[src/rtl/frame_select_ctrl.sv]
// frame_select_ctrl: raster counters, ping-pong buffer selection and pixel
// read address for the display frame multiplexer. The displayed buffer only
// changes at a frame boundary after the writer has reported a finished frame.
module frame_select_ctrl #(
    parameter int H_ACTIVE = 8,
    parameter int H_TOTAL  = 10,
    parameter int V_ACTIVE = 6,
    parameter int V_TOTAL  = 8,
    parameter int ADDR_W   = 6
) (
    input  logic              Clk,
    input  logic              Reset,
    input  logic              Enable,
    input  logic              WrDone,
    output logic              SelBuf0,
    output logic              SelBuf1,
    output logic              SelBlank,
    output logic [ADDR_W-1:0] RdAddr,
    output logic [15:0]       HCount,
    output logic [15:0]       VCount,
    output logic              FrameStart,
    output logic              SwapAck
);

    localparam logic [15:0] H_LAST = 16'(H_TOTAL - 1);
    localparam logic [15:0] V_LAST = 16'(V_TOTAL - 1);
    localparam logic [15:0] H_ACT  = 16'(H_ACTIVE);
    localparam logic [15:0] V_ACT  = 16'(V_ACTIVE);

    typedef enum logic {
        S_NOFRAME = 1'b0,
        S_RUN     = 1'b1
    } state_t;

    state_t            state_q;
    logic              disp_q;
    logic              pend_q;
    logic [15:0]       hcnt_q, vcnt_q;
    logic [ADDR_W-1:0] rd_q;
    logic              sel0_q, sel1_q, blank_q;
    logic              fs_q, sa_q;

    logic [15:0]       hcnt_d, vcnt_d;
    logic [ADDR_W-1:0] rd_d;
    logic              line_end, frame_end;
    logic              act_q, act_d;
    logic              swap_d, disp_d, show_d;

    // Next raster position and what will be shown there, assuming the raster advances
    always_comb begin
        line_end  = (hcnt_q == H_LAST);
        frame_end = line_end && (vcnt_q == V_LAST);
        hcnt_d    = line_end ? 16'd0 : hcnt_q + 16'd1;
        vcnt_d    = vcnt_q;
        if (line_end) begin
            vcnt_d = (vcnt_q == V_LAST) ? 16'd0 : vcnt_q + 16'd1;
        end
        act_q  = (hcnt_q < H_ACT) && (vcnt_q < V_ACT);
        act_d  = (hcnt_d < H_ACT) && (vcnt_d < V_ACT);
        // A WrDone arriving on the frame-end cycle itself still makes this boundary
        swap_d = frame_end && (pend_q || WrDone);
        disp_d = disp_q;
        if (swap_d) begin
            // The first completed frame always lands in buffer 0
            disp_d = (state_q == S_RUN) ? ~disp_q : 1'b0;
        end
        show_d = ((state_q == S_RUN) || swap_d) && act_d;
        // Address counts visible pixels already shown in this frame
        rd_d   = rd_q;
        if (frame_end) begin
            rd_d = '0;
        end else if (act_q) begin
            rd_d = rd_q + ADDR_W'(1);
        end
    end

    // Raster, swap FSM and registered outputs
    always_ff @(posedge Clk) begin
        if (Reset) begin
            state_q <= S_NOFRAME;
            disp_q  <= 1'b0;
            pend_q  <= 1'b0;
            hcnt_q  <= 16'd0;
            vcnt_q  <= 16'd0;
            rd_q    <= '0;
            sel0_q  <= 1'b0;
            sel1_q  <= 1'b0;
            blank_q <= 1'b1;
            fs_q    <= 1'b0;
            sa_q    <= 1'b0;
        end else if (Enable) begin
            hcnt_q  <= hcnt_d;
            vcnt_q  <= vcnt_d;
            rd_q    <= rd_d;
            fs_q    <= frame_end;
            sa_q    <= swap_d;
            if (swap_d) begin
                state_q <= S_RUN;
                disp_q  <= disp_d;
                pend_q  <= 1'b0;
            end else if (WrDone) begin
                pend_q  <= 1'b1;
            end
            sel0_q  <= show_d && !disp_d;
            sel1_q  <= show_d && disp_d;
            blank_q <= !show_d;
        end else begin
            // Frozen raster: hold position, blank the output, keep any request
            if (WrDone) begin
                pend_q <= 1'b1;
            end
            sel0_q  <= 1'b0;
            sel1_q  <= 1'b0;
            blank_q <= 1'b1;
            fs_q    <= 1'b0;
            sa_q    <= 1'b0;
        end
    end

    assign SelBuf0    = sel0_q;
    assign SelBuf1    = sel1_q;
    assign SelBlank   = blank_q;
    assign RdAddr     = rd_q;
    assign HCount     = hcnt_q;
    assign VCount     = vcnt_q;
    assign FrameStart = fs_q;
    assign SwapAck    = sa_q;

endmodule
[config.mk]
export PLATFORM = sky130hd
export DESIGN_NAME = frame_select_ctrl
export DESIGN_NICKNAME = d
export VERILOG_FILES = /design/src/rtl/frame_select_ctrl.sv
export SDC_FILE = /design/constraint.sdc
export NUM_CORES = 1
export LEC_CHECK = 0
export ABC_AREA = 1
export CORE_UTILIZATION = 58
export DETAILED_ROUTE_END_ITERATION = 8
export HOLD_SLACK_MARGIN = 0.03
export PLACE_DENSITY = 0.95
export SLEW_MARGIN = 20
export SYNTH_ARGS = -nofsm -noshare
export SYNTH_HDL_FRONTEND = slang
export SYNTH_SLANG_ARGS = --single-unit
[constraint.sdc]
create_clock -name Clk -period 3 [get_ports Clk]
set_input_delay 0.6 -clock Clk [delete_from_list [all_inputs] [get_ports Clk]]
set_output_delay 0.6 -clock Clk [all_outputs]
set_load 0.01 [all_outputs]
---- Yosys cells after proc, flatten, opt, wreduce, memory -nomap -nowiden ----
Cells that the tools add are included.
cells by class
  add/subtract/negate cells ............... 3
  order comparisons ....................... 4
  equality and inequality tests ........... 2
  mux-type cells .......................... 10
  bitwise operators ....................... 2
  reductions and logical operators ........ 15
operators by type and width
  kind                                                                    number
  16-bit 2-to-1 mux                                                       3
  16-bit by 1-bit adder with 16-bit output (second input constant)        2
  16-bit by 3-bit < comparator with 1-bit output (second input constant)  2
  16-bit by 4-bit < comparator with 1-bit output (second input constant)  2
  16-bit by 3-bit == test with 1-bit output (second input constant)       1
  16-bit by 4-bit == test with 1-bit output (second input constant)       1
  6-bit 2-to-1 mux                                                        2
  1-bit logical AND                                                       7
  6-bit by 1-bit adder with 6-bit output (second input constant)          1
  1-bit 2-to-1 mux                                                        5
  2-bit AND reduction                                                     2
  1-bit logical NOT                                                       2
  1-bit logical OR                                                        2
  1-bit NOT                                                               2
  2-bit nonzero test                                                      1
  2-bit OR reduction                                                      1
word-level totals
  flip-flop bits (word level) ............. 46
  output and inout port bits .............. 43

---- Logic depth before layout (Yosys ltp) ----
Gate-level depths: netlist (run 1).
  depth in word-level cells ............... 7
  gate-level depth with buffers ........... 15
  depth with buffers taken out ............ 15

---- Least setup slack after synthesis (run 1) ----
OpenSTA, ideal clock, no wires.
  kind .................................... reg-to-reg
  start point ............................. register hcnt_q[0] (netlist: HCount[0])
  end point ............................... register sel1_q (netlist: SelBuf1)
  setup time .............................. 64 ps
  data arrival time ....................... 1706 ps
  data required time ...................... 2936 ps
  path slack .............................. 1230 ps
  stages on the path, launching flop included .. 13
  path buffers ............................ 1
  cells stage by stage .................... dfxtp_1 -> ha_1 -> nand3_2 -> nor2_4 -> nand2_4 -> buf_6 -> a21oi_1 -> nor2_1 -> nor2_1 -> nand2_1 -> nor2_2 -> nand2_2 -> nor2_1
on the way
  longest elaborated chain between the ends .. 6
  elaborated cells on any way between the ends .. 13
  those cells by class .................... add/sub (1); order compare (2); eq/ne (1); mux (3); reduce/logical (6)
ends and longest elaborated chain
  what                                                                                                   line    text
  start: declaration                                                                                     38      logic [15:0] hcnt_q, vcnt_q;
  start signal: assignment                                                                               92      hcnt_q <= hcnt_d;
  16-bit by 1-bit adder with 16-bit output or 16-bit by 4-bit == test with 1-bit output (tied branches)  53, 51
  16-bit 2-to-1 mux, or another cell as far along                                                        53      hcnt_d = line_end ? 16'd0 : hcnt_q + 16'd1;
  16-bit by 4-bit < comparator with 1-bit output, or another cell as far along                           59      act_d = (hcnt_d < H_ACT) && (vcnt_d < V_ACT);
  1-bit logical AND or 1-bit logical OR (tied branches)                                                  59, 67
  1-bit logical AND                                                                                      67      show_d = ((state_q == S_RUN) || swap_d) && act_d;
  1-bit logical AND *                                                                                    105     sel1_q <= show_d && disp_d;
  end signal: assignment                                                                                 105
  end: declaration                                                                                       40      logic sel0_q, sel1_q, blank_q;
Mark *: on every way between the ends. The rest lies on a longest branch, timed or not.
A chain may end at the register's enable or synchronous reset.

---- Final worst setup path (run 1) ----
Ends and elaborated chain as after synthesis.

==> results of run 1 <==
-- state kept, by name, summed over array words and instances, names as in the netlist --
signal and count:
FrameStart 1, HCount 16, RdAddr 6, SelBlank 1, SelBuf0 1, SelBuf1 1, SwapAck 1, VCount 16
disp_q 1, pend_q 1, state_q 1
-- logic make-up (layout without fill, tap and decap cells) --
logic type,Yosys count,in the layout,share of synthesized area (%)
buffers and inverters,72,116,10.0
and+or+nand+nor,243,243,37.7
xor gates and xnor gates,14,14,4.34
AOI/OAI and AO/OA,68,68,13.6
DFF,46,46,32.6
adders and majority gates,4,4,1.77
-- final cells by class --
class | instances | area share (%)
clock inverter | 3 | 1.17
inverter | 57 | 6.24
clock buffer | 5 | 2.01
tap | 54 | 1.97
timing repair buffer | 51 | 14.5
multi-input combinational | 329 | 47.2
sequential | 46 | 26.9
-- synth_stat cells, drive strengths merged --
| master | count | area, sq um |
|---|---|---|
| clkbuf | 10 | 38.8 |
| a21boi | 1 | 11.3 |
| o2111ai | 1 | 8.76 |
| nand3b | 1 | 7.51 |
| dfxtp | 46 | 921 |
| a21oi | 27 | 135 |
| nor3 | 7 | 35.0 |
| nand3 | 39 | 200 |
| nor2 | 81 | 344 |
| xnor2 | 3 | 26.3 |
| inv | 56 | 210 |
| o211ai | 4 | 30.0 |
| nand4 | 13 | 81.3 |
| buf | 5 | 30.0 |
| nand2 | 102 | 395 |
| o21ai | 28 | 144 |
| clkinv | 1 | 3.75 |
| o21a | 1 | 7.51 |
| o21bai | 2 | 15.0 |
| a32o | 1 | 10.0 |
| xor2 | 11 | 96.3 |
| a211oi | 3 | 22.5 |
| ha | 4 | 50.1 |
-- worst max-delay path: stages, from the launching register on --
cell                      delay, ns
sky130_fd_sc_hd__dfxtp_1       0.43
sky130_fd_sc_hd__ha_1          0.20
sky130_fd_sc_hd__nand3_2       0.10
sky130_fd_sc_hd__nor2_4        0.25
sky130_fd_sc_hd__nand2_4       0.19
sky130_fd_sc_hd__inv_2         0.20
sky130_fd_sc_hd__nand4_1       0.12
sky130_fd_sc_hd__xor2_1        0.18
sky130_fd_sc_hd__nand2_1       0.07
sky130_fd_sc_hd__nor2_1        0.19
sky130_fd_sc_hd__nand2_2       0.11
sky130_fd_sc_hd__nor2_1        0.10
-- metal layers --
layer,wire [um],track usage (%),vias up,part of all wire [%]
met1,3020,38.7,1398,40
li1,-,-,1522,-
met4,305,16.8,0,4.0
met2,3600,52.8,180,47
met3,697,6.75,39,9.1
met5,0,0,-,0
-- stage by stage --
stage	instances	cell area, sq um	setup WS (ns)	hold slack, ns
5_1_grt	545	3430	0.638	0.525
3_3_place_gp	537	3320	0.762	0.465
6_report	545	3430	0.786	0.504
2_1_floorplan	447	2820	1.23	0.451
4_1_cts	545	3430	0.834	0.507
3_5_place_dp	537	3320	0.630	0.490
-- worst max-delay path by stage --
stage / from / end / cells after the start
after floorplan: HCount[0]$_SDFFE_PP0P_ / SelBuf1$_SDFF_PP0_ / 12
after global placement: Enable / SelBuf1$_SDFF_PP0_ / 10
after CTS: HCount[0]$_SDFFE_PP0P_ / SelBuf1$_SDFF_PP0_ / 11
final: HCount[0]$_SDFFE_PP0P_ / SelBuf1$_SDFF_PP0_ / 11
after detailed placement: Enable / SelBuf1$_SDFF_PP0_ / 10
after global routing: HCount[0]$_SDFFE_PP0P_ / disp_q$_SDFFE_PP0P_ / 11
-- where the power goes --
part / switching, mW / internal [mW] / total [mW]
sequential: 0.0422 / 0.634 / 0.677
combinational: 0.126 / 0.0943 / 0.220
clock: 0.216 / 0.245 / 0.461
total: 0.384 / 0.974 / 1.36
==> flow_summary.toml, run 1 <==
[run_status]
outcome = "completed"

[sta]
final-hold-violation-count = 0
setup_violations = 0
max-slew-margin-rel_pct = 75.1
rsz0062_at_grt = "no"
fmaxAchievable_mhz = 452
setup_tns_ns = 0
post-route-min-period_ns = 2.21
tightest_slew_ns = 0.374
fin_worst_skew_ns = 0.00581
post-route-period-util_pct = 73.8
finalMaxSlewViolations = 0

[clock_tree]
postCtsResizedCells = 0
cts_htree_levels = 2
cts_buffers = 5
count_of_hold_buffers_inserted_by_post_cts_repair = 0
cts.reportedPaths.clkPinSlew_ns = 0.08
cts_root_buffer_type = "sky130_fd_sc_hd__clkbuf_8"
clock_sink_count = 46
tritoncts_clock_tree = "built"
ctsLongestPathBuffers = 2
postCtsSetupRepairBufs = 0
worstSkewPairLatency_ns = 0.31

[worst_setup_path]
timing.critical_path.to_type = "flip-flop"
worstReg2RegStart = "HCount[0]$_SDFFE_PP0P_"
timing.rr.end = "SelBuf1$_SDFF_PP0_"
worstPathArrival_ns = 2.46
worstSetupPathType = "flip-flop to flip-flop"
critical_path.max_fanout = 15
r2r_cells = 11
timing.critical_path.from_type = "flip-flop"
timing.critical_path.required_ns = 3.24
r2r_setup_slack_ns = 0.79

[grt]
grt.total_usage_pct = 31.8
grt_pass1_wl_mm = 13.0
globalRoute.totalOverflow = 0
grt_start_max_net_pins = 27
number_of_global_route_vias_before_repair = 2920
antenna_found_initial = 0

[floorplanning]
rows = 25
dieWidth_um = 71.8
pin_count = 47
die_area_sq_um = 5150
start_util_pct = 60.2
coreArea_sq_um = 4690
die_h_um = 71.8

[routing]
avgViaCountPerCell = 5.76
drt_first_pass_iters = 6
drt_wl_total_mm = 7.62
drt_initial_violations = 362
avgRoutedWirePerCell_um = 14.0
antenna_violating_nets_post_route = 0
drc_errors = 0
overall_via_count_from_detail_route = 3139

[yosys]
synthesis.instances = 447
yosysWarnings = 0
synth_area_sq_um = 2820
synth_seq_cells = 46
ys_types = 33
seq_area_frac_synth_pct = 32.6
synth.net_count = 455
syn-mean-instance-area_sq_um = 6.32

[flow_run]
max_cap_violations = 0

[pwr]
totalPowerFinal_mw = 1.36
leakagePower_nw = 1.49
powerDensity_nw_per_um2 = 396
irDropWorstVdd_mv = 0.349

[min_path]
hold_sp = "RdAddr[5]$_SDFFE_PP0P_"
holdPathStages = 2
hold_path_class = "flip-flop to flip-flop"
worst_hold_endpoint = "RdAddr[5]$_SDFFE_PP0P_"

[cells_and_area]
area.sequential_sq_um = 921
layout.core_utilization_pct = 73.1
nFillCells = 387
final_common_cell = "sky130_fd_sc_hd__nand2_1"
fraction_of_layout_cells_with_a_size_suffix_above_1_pct = 5.91
area_of_the_multi_input_gates_sq_um = 1620
layout.cells.most_common_list = "sky130_fd_sc_hd__nand2_1 (99), sky130_fd_sc_hd__nor2_1 (73), sky130_fd_sc_hd__inv_1 (54)"
diodes = 0
design.final.nets = 498
syn_to_final_growth_pct = 21.4

[place]
buffer_ports.inserted = 46
place_congestion = 1.00
post-dp-hpwl_mm = 5.55
Power figures use the tool's default switching activity.
==> inputs of run 2 (changes only) <==
--- a/config.mk
+++ b/config.mk
@@ -6,10 +6,10 @@
 export NUM_CORES = 1
 export LEC_CHECK = 0
 export ABC_AREA = 1
-export CORE_UTILIZATION = 58
+export CORE_UTILIZATION = 53
 export DETAILED_ROUTE_END_ITERATION = 8
 export HOLD_SLACK_MARGIN = 0.03
-export PLACE_DENSITY = 0.95
+export PLACE_DENSITY = 0.91
 export SLEW_MARGIN = 20
 export SYNTH_ARGS = -nofsm -noshare
 export SYNTH_HDL_FRONTEND = slang
==> constraint.sdc (replaced) <==
create_clock -name Clk -period 2.1 [get_ports Clk]
set_input_delay 0.42 -clock Clk [delete_from_list [all_inputs] [get_ports Clk]]
set_output_delay 0.42 -clock Clk [all_outputs]
set_load 0.01 [all_outputs]
==> run 2 against run 1 <==
  * Die area is 9.2% higher
  * Global-route usage is 2.7 points lower
  * Total power is 45% higher
  * Critical path depth is 2 higher
  * Non-clock buffer count is 7 higher
  * Clock skew is 0.0020 ns higher
  * Register-to-register slack worse by 0.68 ns
  * First-iteration DRC count is 6.4% lower
  * Worst setup slack worse by 0.68 ns
  * Cell count is 4.2% higher
  * Via count is 1.7% higher
  * Largest power group unchanged
  * Sequential share of layout area is 0.45 points lower
  * Highest routed layer unchanged
  * Largest cell class unchanged
==> flow_summary.toml, run 2 (synthesis results as in run 1) <==
[run_status]
outcome = "completed"

[sta]
postLayoutSetupSlackWorst_ns = 0.104
tightest_slew_ns = 0.321
setup_tns_ns = 0
max-slew-margin-rel_pct = 78.6
post-route-min-period_ns = 2.00
setup_violations = 0
final-hold-violation-count = 0
finalMaxSlewViolations = 0
fin_worst_skew_ns = 0.00785
post-route-period-util_pct = 95.0
fmaxAchievable_mhz = 501

[worst_setup_path]
timing.critical_path.required_ns = 2.35
timing.rr.end = "SelBuf1$_SDFF_PP0_"
r2r_setup_slack_ns = 0.10
endpoint = "SelBuf1$_SDFF_PP0_"
worstPathArrival_ns = 2.25
r2r_cells = 13
timing.critical_path.to_type = "flip-flop"
worstReg2RegStart = "VCount[1]$_SDFFE_PP0P_"
worstSetupPathType = "flip-flop to flip-flop"
timing.critical_path.from = "VCount[1]$_SDFFE_PP0P_"
timing.critical_path.from_type = "flip-flop"
critical_path.max_fanout = 6

[routing]
overall_via_count_from_detail_route = 3191
avgRoutedWirePerCell_um = 14.1
antenna_violating_nets_post_route = 0
drt_wl_total_mm = 8.02
drt_initial_violations = 339
drc_errors = 0
avgViaCountPerCell = 5.62
drt_first_pass_iters = 5

[pwr]
irDropWorstVdd_mv = 0.358
p_clk_share_pct = 34.0
power_switching_mw = 0.561
switching_share_pct = 28.5
seq_power_share_pct = 49.0
combPwrFrac_pct = 16.9
powerDensity_nw_per_um2 = 560
leakagePower_nw = 1.52
internal-power_mw = 1.41

[floorplanning]
coreArea_sq_um = 5110
die_area_sq_um = 5620
start_util_pct = 55.3
die_h_um = 75.0
rows = 26
dieWidth_um = 75.0
pin_count = 47

[grt]
grt.total_usage_pct = 29.1
globalRoute.totalOverflow = 0
antenna_found_initial = 0
grt_start_max_net_pins = 33
grt_pass1_wl_mm = 12.5
number_of_global_route_vias_before_repair = 2766

[clock_tree]
cts_root_buffer_type = "sky130_fd_sc_hd__clkbuf_8"
clock_sink_count = 46
count_of_hold_buffers_inserted_by_post_cts_repair = 0
cts_buffers = 5
tritoncts_clock_tree = "built"
ctsLongestPathBuffers = 2
cts.reportedPaths.clkPinSlew_ns = 0.09
cts_htree_levels = 2
worstSkewPairLatency_ns = 0.31

[cells_and_area]
design.final.nets = 505
diodes = 0
final_common_cell = "sky130_fd_sc_hd__nand2_1"
syn_to_final_growth_pct = 24.5
layout.cells.most_common_list = "sky130_fd_sc_hd__nand2_1 (99), sky130_fd_sc_hd__nor2_1 (71), sky130_fd_sc_hd__inv_1 (54)"
fraction_of_layout_cells_with_a_size_suffix_above_1_pct = 8.63

[flow_run]
max_cap_violations = 0

[place]
post-dp-hpwl_mm = 5.84
place_congestion = 0.958
buffer_ports.inserted = 46
pre_cts_slack_ns = 0.139

[min_path]
holdPathStages = 2
hold_path_class = "flip-flop to flip-flop"
run 2: per-stage QoR:
step	power, mW	hold WS [ns]	area, sq um	util, %	instances
after global routing	2.04	0.512	3520	68.8	568
after detailed placement	1.30	0.482	3390	66.3	559
after global placement	1.29	0.471	3390	66.3	559
final	1.97	0.499	3520	68.8	568
after CTS	1.96	0.495	3500	68.4	567
after floorplan	1.17	0.451	2820	-	447
run 2: worst max-delay path: stages, from the launching register on:
cell and delay [ns]:
sky130_fd_sc_hd__dfxtp_2 0.39, sky130_fd_sc_hd__ha_1 0.18, sky130_fd_sc_hd__nand2_1 0.09, sky130_fd_sc_hd__inv_1 0.13
sky130_fd_sc_hd__nand2_1 0.08, sky130_fd_sc_hd__nor2_2 0.14, sky130_fd_sc_hd__nand2_1 0.15, sky130_fd_sc_hd__nand3b_1 0.16
sky130_fd_sc_hd__nand3_1 0.08, sky130_fd_sc_hd__nor2_1 0.12, sky130_fd_sc_hd__nand3_1 0.10, sky130_fd_sc_hd__nor2_1 0.14
sky130_fd_sc_hd__nand2_2 0.10, sky130_fd_sc_hd__nor2_1 0.09
run 2: how the worst min path moves through the flow:
stage | startpoint | end | slack, ns
after CTS | state_q$_SDFFE_PP0P_ | state_q$_SDFFE_PP0P_ | 0.50
after detailed placement | state_q$_SDFFE_PP0P_ | state_q$_SDFFE_PP0P_ | 0.48
after floorplan | state_q$_SDFFE_PP0P_ | state_q$_SDFFE_PP0P_ | 0.45
after global routing | state_q$_SDFFE_PP0P_ | state_q$_SDFFE_PP0P_ | 0.51
after global placement | state_q$_SDFFE_PP0P_ | state_q$_SDFFE_PP0P_ | 0.47
final | state_q$_SDFFE_PP0P_ | state_q$_SDFFE_PP0P_ | 0.50
run 2: power by group through the flow:
stage | combinational (mW) | sequential [mW] | clock (mW)
4_1_cts | 0.325 | 0.962 | 0.670
3_3_place_gp | 0.312 | 0.979 | 0
3_5_place_dp | 0.321 | 0.982 | 0
6_report | 0.333 | 0.965 | 0.670
2_1_floorplan | 0.188 | 0.981 | 0
5_1_grt | 0.368 | 0.970 | 0.697
run 2: layer usage:
layer  share of wire [%]  global-route usage [%]  wire, um  up-vias
met2                  48                    48.5      3830      173
met5                   0                       0         0        -
met1                  41                    37.2      3300     1456
met3                 9.1                    5.76       733       20
li1                    -                       -         -     1542
met4                 1.9                    11.1       153        0
run 2: cell type report:
cell class | instances | area [sq um]
Multi-Input combinational cell | 329 | 1630
Fill cell | 457 | 1590
Sequential cell | 46 | 928
Timing Repair Buffer | 58 | 551
Inverter | 57 | 214
Tap cell | 70 | 87.6
Clock buffer | 6 | 72.6
Clock inverter | 2 | 37.5
run 2: timing repair:
action / in CTS / in global routing
buffers inserted: 0 / 1
resized for setup: 0 / 8
setup endpoints to repair: 0 / 4
==> edit 1 (config.mk and constraints of run 2) <==
Register the output `VCount` once more, without a reset; this adds one clock of latency there. The other outputs are not delayed to match.
--- a/src/rtl/frame_select_ctrl.sv
+++ b/src/rtl/frame_select_ctrl.sv
@@ -122,7 +122,9 @@
     assign SelBlank   = blank_q;
     assign RdAddr     = rd_q;
     assign HCount     = hcnt_q;
-    assign VCount     = vcnt_q;
+    always_ff @(posedge Clk) begin
+        VCount <= vcnt_q;
+    end
     assign FrameStart = fs_q;
     assign SwapAck    = sa_q;
 
Function: same outputs for any inputs over 10 cycles, from zero or initial values and one cycle with Reset high; that may be too few to reach the edited logic, so the function may still have changed.
==> edit 1 against run 2 <==
  * Synthesized area rose by 14%
  * Die area rose by 14%
  * Setup slack improved by 37 ps
  * Clock skew barely moved
  * Sequential share of layout area rose by 4.4 points
  * Total power rose by 28%
  * Cell area rose by 15%
  * Sequential cell count rose by 16
  * Non-clock buffer count rose by 10
  * Synthesized cell count rose by 6.7%
  * Via count rose by 3.0%
  * Routed wire length rose by 1.4%
==> edit 1: results (changes against run 2) <==
| Metric | Value |
|---|---|
| Status | finished clean (unchanged) |
| All-Layer GR Usage | 0.274 (was 0.291) |
| Worst-path maximum fanout | 3 (was 6) |
| Dpl cell area | 0.00383 mm² (was 0.00339 mm²) |
| Fraction of registers with async set/reset | 0 (unchanged) |
| Residual DRC | 0 (unchanged) |
| Worst-Skew Late Latency | 340 ps (was 310 ps) |
| Hold crit path type | reg2reg (unchanged) |
| Leak | 0.00175 µW (was 0.00152 µW) |
| Fillers | 513 (was 457) |
| GP Congestion | 0.947 (was 0.958) |
| Layout Skew | 7.93 ps (was 7.85 ps) |
| Ys flop type | dfxtp_1 (unchanged) |
| Ant. Diodes | 0 (unchanged) |
| Rel. slew slack | 0.719 (was 0.786) |
| Area grow syn2layout | 25.3% (was 24.5%) |
| Layout cells sized above 1 | 0.121 (was 0.0863) |
| Seq/Total Area, Yosys | 0.385 (was 0.326) |
| Clk buf depth | 2 (unchanged) |
| Largest net degree at the start of global routing | 45 (was 33) |
| CTS clock-pin slew for the worst setup and hold paths | 70 ps (was 90 ps) |
| Largest cells by area after synthesis | dfxtp_1 38%, nand2_1 13%, inv_1 7.1% (was dfxtp_1 33%, nand2_1 13%, nor2_1 9.7%) |
| Layout net count | 549 (was 505) |
| Number of detailed-route iterations in the first pass | 5 (unchanged) |
| CTS root buffer | clkbuf_8 (unchanged) |
| Total clock buffers created by CTS | 9 (was 5) |
| Synthesized net count | 485 (was 455) |
| Max Cap Viol | 0 (unchanged) |
| CP arrival | 2190 ps (was 2250 ps) |
| Max VDD drop | 0.419 mV (was 0.358 mV) |
| Synth Warn # | 0 (unchanged) |
| Number of global-route vias before repair | 2915 (was 2766) |
| Initial antenna violation count | 0 (unchanged) |
| Average wire per standard cell | 13.1 µm (was 14.1 µm) |
| Global-route wire length before repair | 13.4 mm (was 12.5 mm) |
| Top cells by count, synth | 109 x nand2_1, 62 x dfxtp_1, 61 x inv_1, 61 x nor2_1, 35 x o21ai_0 (was 99 x nand2_1, 73 x nor2_1, 54 x inv_1) |
| First DRT Iteration DRCs | 232 (was 339) |
| Netlist cell types | 32 (was 33) |
| Via count | 3288 (was 3191) |
| Post-synth EDFFs | 0 (unchanged) |
| H-tree depth | 3 (was 2) |
| HPWL Detailed | 5.91 mm (was 5.84 mm) |
| Number of port buffers | 46 (unchanged) |
## edit 1: worst paths after layout
check	from	to	slack, ps	depth (start not counted)
setup / recovery	vcnt_q[0]$_SDFFE_PP0P_	SelBuf1$_SDFF_PP0_	140	9
hold / removal	vcnt_q[14]$_SDFFE_PP0P_	VCount[14]$_DFF_P_	400	0
setup reg to reg	vcnt_q[0]$_SDFFE_PP0P_	SelBuf1$_SDFF_PP0_	140	9
hold reg to reg	vcnt_q[14]$_SDFFE_PP0P_	VCount[14]$_DFF_P_	400	0
## edit 1: where the power goes
part | switching (µW) | leakage [µW] | internal (µW)
clock network | 435 | 0.0000821 | 444
logic | 195 | 0.00116 | 154
registers | 65.2 | 0.000510 | 1230
## edit 1: kinds of logic after synthesis
kind of cell | share of synthesized area
flip-flops | 0.385
AND/OR/NAND/NOR | 0.337
AO/OA/AOI/OAI | 0.133
XOR/XNOR | 0.0299
adder cells (fa/ha/maj) | 0.0155
buffers and inverters | 0.100
## edit 1: routing by layer
layer / up-vias / track usage / share of wire
met5: - / 0 / 0
met3: 22 / 0.0571 / 0.063
met4: 0 / 0.129 / 0.024
met1: 1468 / 0.342 / 0.43
met2: 139 / 0.447 / 0.48
li1: 1659 / - / -
## edit 1: critical path, cell delays in order (launching register included)
cell and delay [ps]:
dfxtp_1 370, ha_1 230, nand3_1 210, nor3_2 190, nand3_1 160, nor3_1 240, xor2_1 260, nor2_1 90
nand3_2 80, nor2_1 40
## edit 1: metrics by stage
stage | hold slack [ps] | setup WS, ps | std cells
final | 403 | 141 | 619
after CTS | 402 | 68.5 | 615
after global placement | 394 | 156 | 601
after global routing | 424 | -2.91 | 619
after floorplan | 332 | 324 | 477
after detailed placement | 397 | 89.8 | 601
## edit 1: layout make-up
type / instances / area share
clock buffer: 12 / 0.0359
clock inverter: 2 / 0.00248
inverter: 63 / 0.0604
multi-input combinational: 337 / 0.415
sequential: 62 / 0.308
tap: 75 / 0.0232
timing repair buffer: 68 / 0.155
## edit 1: timing repair
item                       CTS  global route
buffers inserted             0             4
setup endpoints to repair    0             9
hold buffers                 0             0
resized for setup            0            12
==> edit 2 (config.mk and constraints of run 2) <==
Made on the original files. The parameter `ADDR_W` goes from 6 to 4.
--- a/src/rtl/frame_select_ctrl.sv
+++ b/src/rtl/frame_select_ctrl.sv
@@ -6,7 +6,7 @@
     parameter int H_TOTAL  = 10,
     parameter int V_ACTIVE = 6,
     parameter int V_TOTAL  = 8,
-    parameter int ADDR_W   = 6
+    parameter int ADDR_W   = 4
 ) (
     input  logic              Clk,
     input  logic              Reset,
Ports: changed (resized RdAddr); port bits go from 47 to 45. No check against the original RTL was run, so the function may have changed too.
==> edit 2 against run 2 <==
  * Setup slack better by 19 ps
  * Synthesized area is 2.8% lower
  * Clock skew is 5.2 ps lower
  * Cell area is 1.1% higher
  * Global-route usage is 0.88 points higher
  * Count of clock-buffer cells in the layout is 1 lower
  * Sequential share of layout area is 1.2 points lower
  * Sequential cell count is 2 lower
  * Total power is 0.17% higher
  * Routed wire length is 0.61% higher
  * Critical path type unchanged
  * Highest routed layer unchanged
==> edit 2: results (changes against run 2) <==
| Metric | Value |
|---|---|
| Max VDD drop | 0.318 mV (was 0.358 mV) |
| Post-Route WL | 8.07 mm (was 8.02 mm) |
| CP arrival | 2220 ps (was 2250 ps) |
| Worst hold stages | 2 (unchanged) |
| Synthesized net count | 454 (was 455) |
| Leak | 0.00159 µW (was 0.00152 µW) |
| R2R depth | 13 (unchanged) |
| Status | finished clean (unchanged) |
| Ant. Diodes | 0 (unchanged) |
| First DRT Iteration DRCs | 362 (was 339) |
| Adder-cell share of the synthesized area | 0.0182 (was 0.0177) |
| Number of global-route vias before repair | 2661 (was 2766) |
| Compound-Gate Fraction of Synth Area | 0.137 (was 0.136) |
| Largest net degree at the start of global routing | 51 (was 33) |
| Layout net count | 513 (was 505) |
| Initial antenna violation count | 0 (unchanged) |
| CTS root buffer | clkbuf_8 (unchanged) |
| Dpl cell area | 0.00331 mm² (was 0.00339 mm²) |
| Fraction of registers with async set/reset | 0 (unchanged) |
| Largest cells by area after synthesis | dfxtp_1 32%, nand2_1 14%, nor2_1 9.0% (was dfxtp_1 33%, nand2_1 13%, nor2_1 9.7%) |
| Xor-xnor portion of the synthesized cell area | 0.0351 (was 0.0434) |
| Layout Skew | 2.67 ps (was 7.85 ps) |
| Top cells by count, synth | 106 x nand2_1, 66 x nor2_1, 61 x inv_1 (was 99 x nand2_1, 73 x nor2_1, 54 x inv_1) |
| Netlist cell types | 30 (was 33) |
| Number of detailed-route iterations in the first pass | 6 (was 5) |
| Mux cell area share after synthesis | 0 (unchanged) |
| CTS clock-pin slew for the worst setup and hold paths | 80 ps |
| H-tree depth | 2 (unchanged) |
| Layout cells sized above 1 | 0.130 (was 0.0863) |
| Seq/Total Area, Yosys | 0.321 (was 0.326) |
| Clk buf depth | 2 (unchanged) |
| Total clock buffers created by CTS | 5 (unchanged) |
| Worst-Skew Late Latency | 300 ps |
| Number of port buffers | 44 (was 46) |
| Synth Warn # | 0 (unchanged) |
| HPWL Detailed | 5.65 mm (was 5.84 mm) |
| Via count | 3190 (was 3191) |
| Worst-path maximum fanout | 5 (was 6) |
| Rel. slew slack | 0.454 (was 0.786) |
| GP Congestion | 1.00 (was 0.958) |
| Hold crit path type | reg2reg (unchanged) |
| All-Layer GR Usage | 0.300 (was 0.291) |
| Global-route wire length before repair | 12.6 mm (was 12.5 mm) |
edit 2: critical path: stages (launching register included):
cell and delay [ps]:
dfxtp_1 380, nor2_1 120, nand2_1 140, inv_1 140
nand2_4 100, nor2_4 200, nor2_1 70, nor2_2 150
nand2_1 90, nor2_1 90, nand3_1 110, nor2_2 110
nand3_2 100, nor2_1 110
edit 2: area by class of cell:
class,count,area [µm²]
Multi-Input combinational cell,324,1620
Fill cell,400,1290
Sequential cell,44,895
Timing Repair Buffer,64,591
Inverter,66,248
Tap cell,67,83.8
Clock buffer,5,68.8
Clock inverter,3,47.5
edit 2: per-layer routing:
metal / GRT usage / up-vias / routed length, µm
li1: - / 1546 / -
met1: 0.429 / 1409 / 3400
met2: 0.465 / 207 / 3590
met3: 0.0447 / 28 / 898
met4: 0.0940 / 0 / 184
met5: 0 / - / 0
edit 2: worst paths after layout:
| kind | startpoint | endpoint | slack, ps |
|---|---|---|---|
| worst max-delay path | HCount[4]$_SDFFE_PP0P_ | SelBuf0$_SDFF_PP0_ | 120 |
| worst min-delay path | pend_q$_SDFF_PP0_ | pend_q$_SDFF_PP0_ | 490 |
| worst max register to register | HCount[4]$_SDFFE_PP0P_ | SelBuf0$_SDFF_PP0_ | 120 |
| worst min register to register | pend_q$_SDFF_PP0_ | pend_q$_SDFF_PP0_ | 490 |
edit 2: report_power, final:
group | total [µW] | internal (µW) | switching (µW)
Clock | 661 | 358 | 303
Combinational | 385 | 160 | 225
Sequential | 925 | 872 | 52.4
edit 2: cells by family (layout without fill, tap and decap cells):
logic type | count (synthesis) | after routing
AOI/OAI and AO/OA | 69 | 69
and+or+nand+nor | 238 | 240
DFF | 44 | 44
buffers and inverters | 80 | 138
xor gates and xnor gates | 11 | 11
adders and majority gates | 4 | 4
edit 2: metrics by stage:
step	setup slack [ps]	TNS [ps]	cells	power (µW)
after CTS	10.7	0	566	1950
after global placement	21.0	0	558	1280
after detailed placement	3.87	0	558	1290
final	123	0	573	1970
after global routing	-36.2	-60.7	573	2060
after floorplan	382	0	446	1140
edit 2: repair_timing:
item,CTS,global route
gates cloned,0,2
endpoints found under the setup margin,2,5
pin swaps,1,6
buffers inserted,0,5
gates resized for setup,0,28
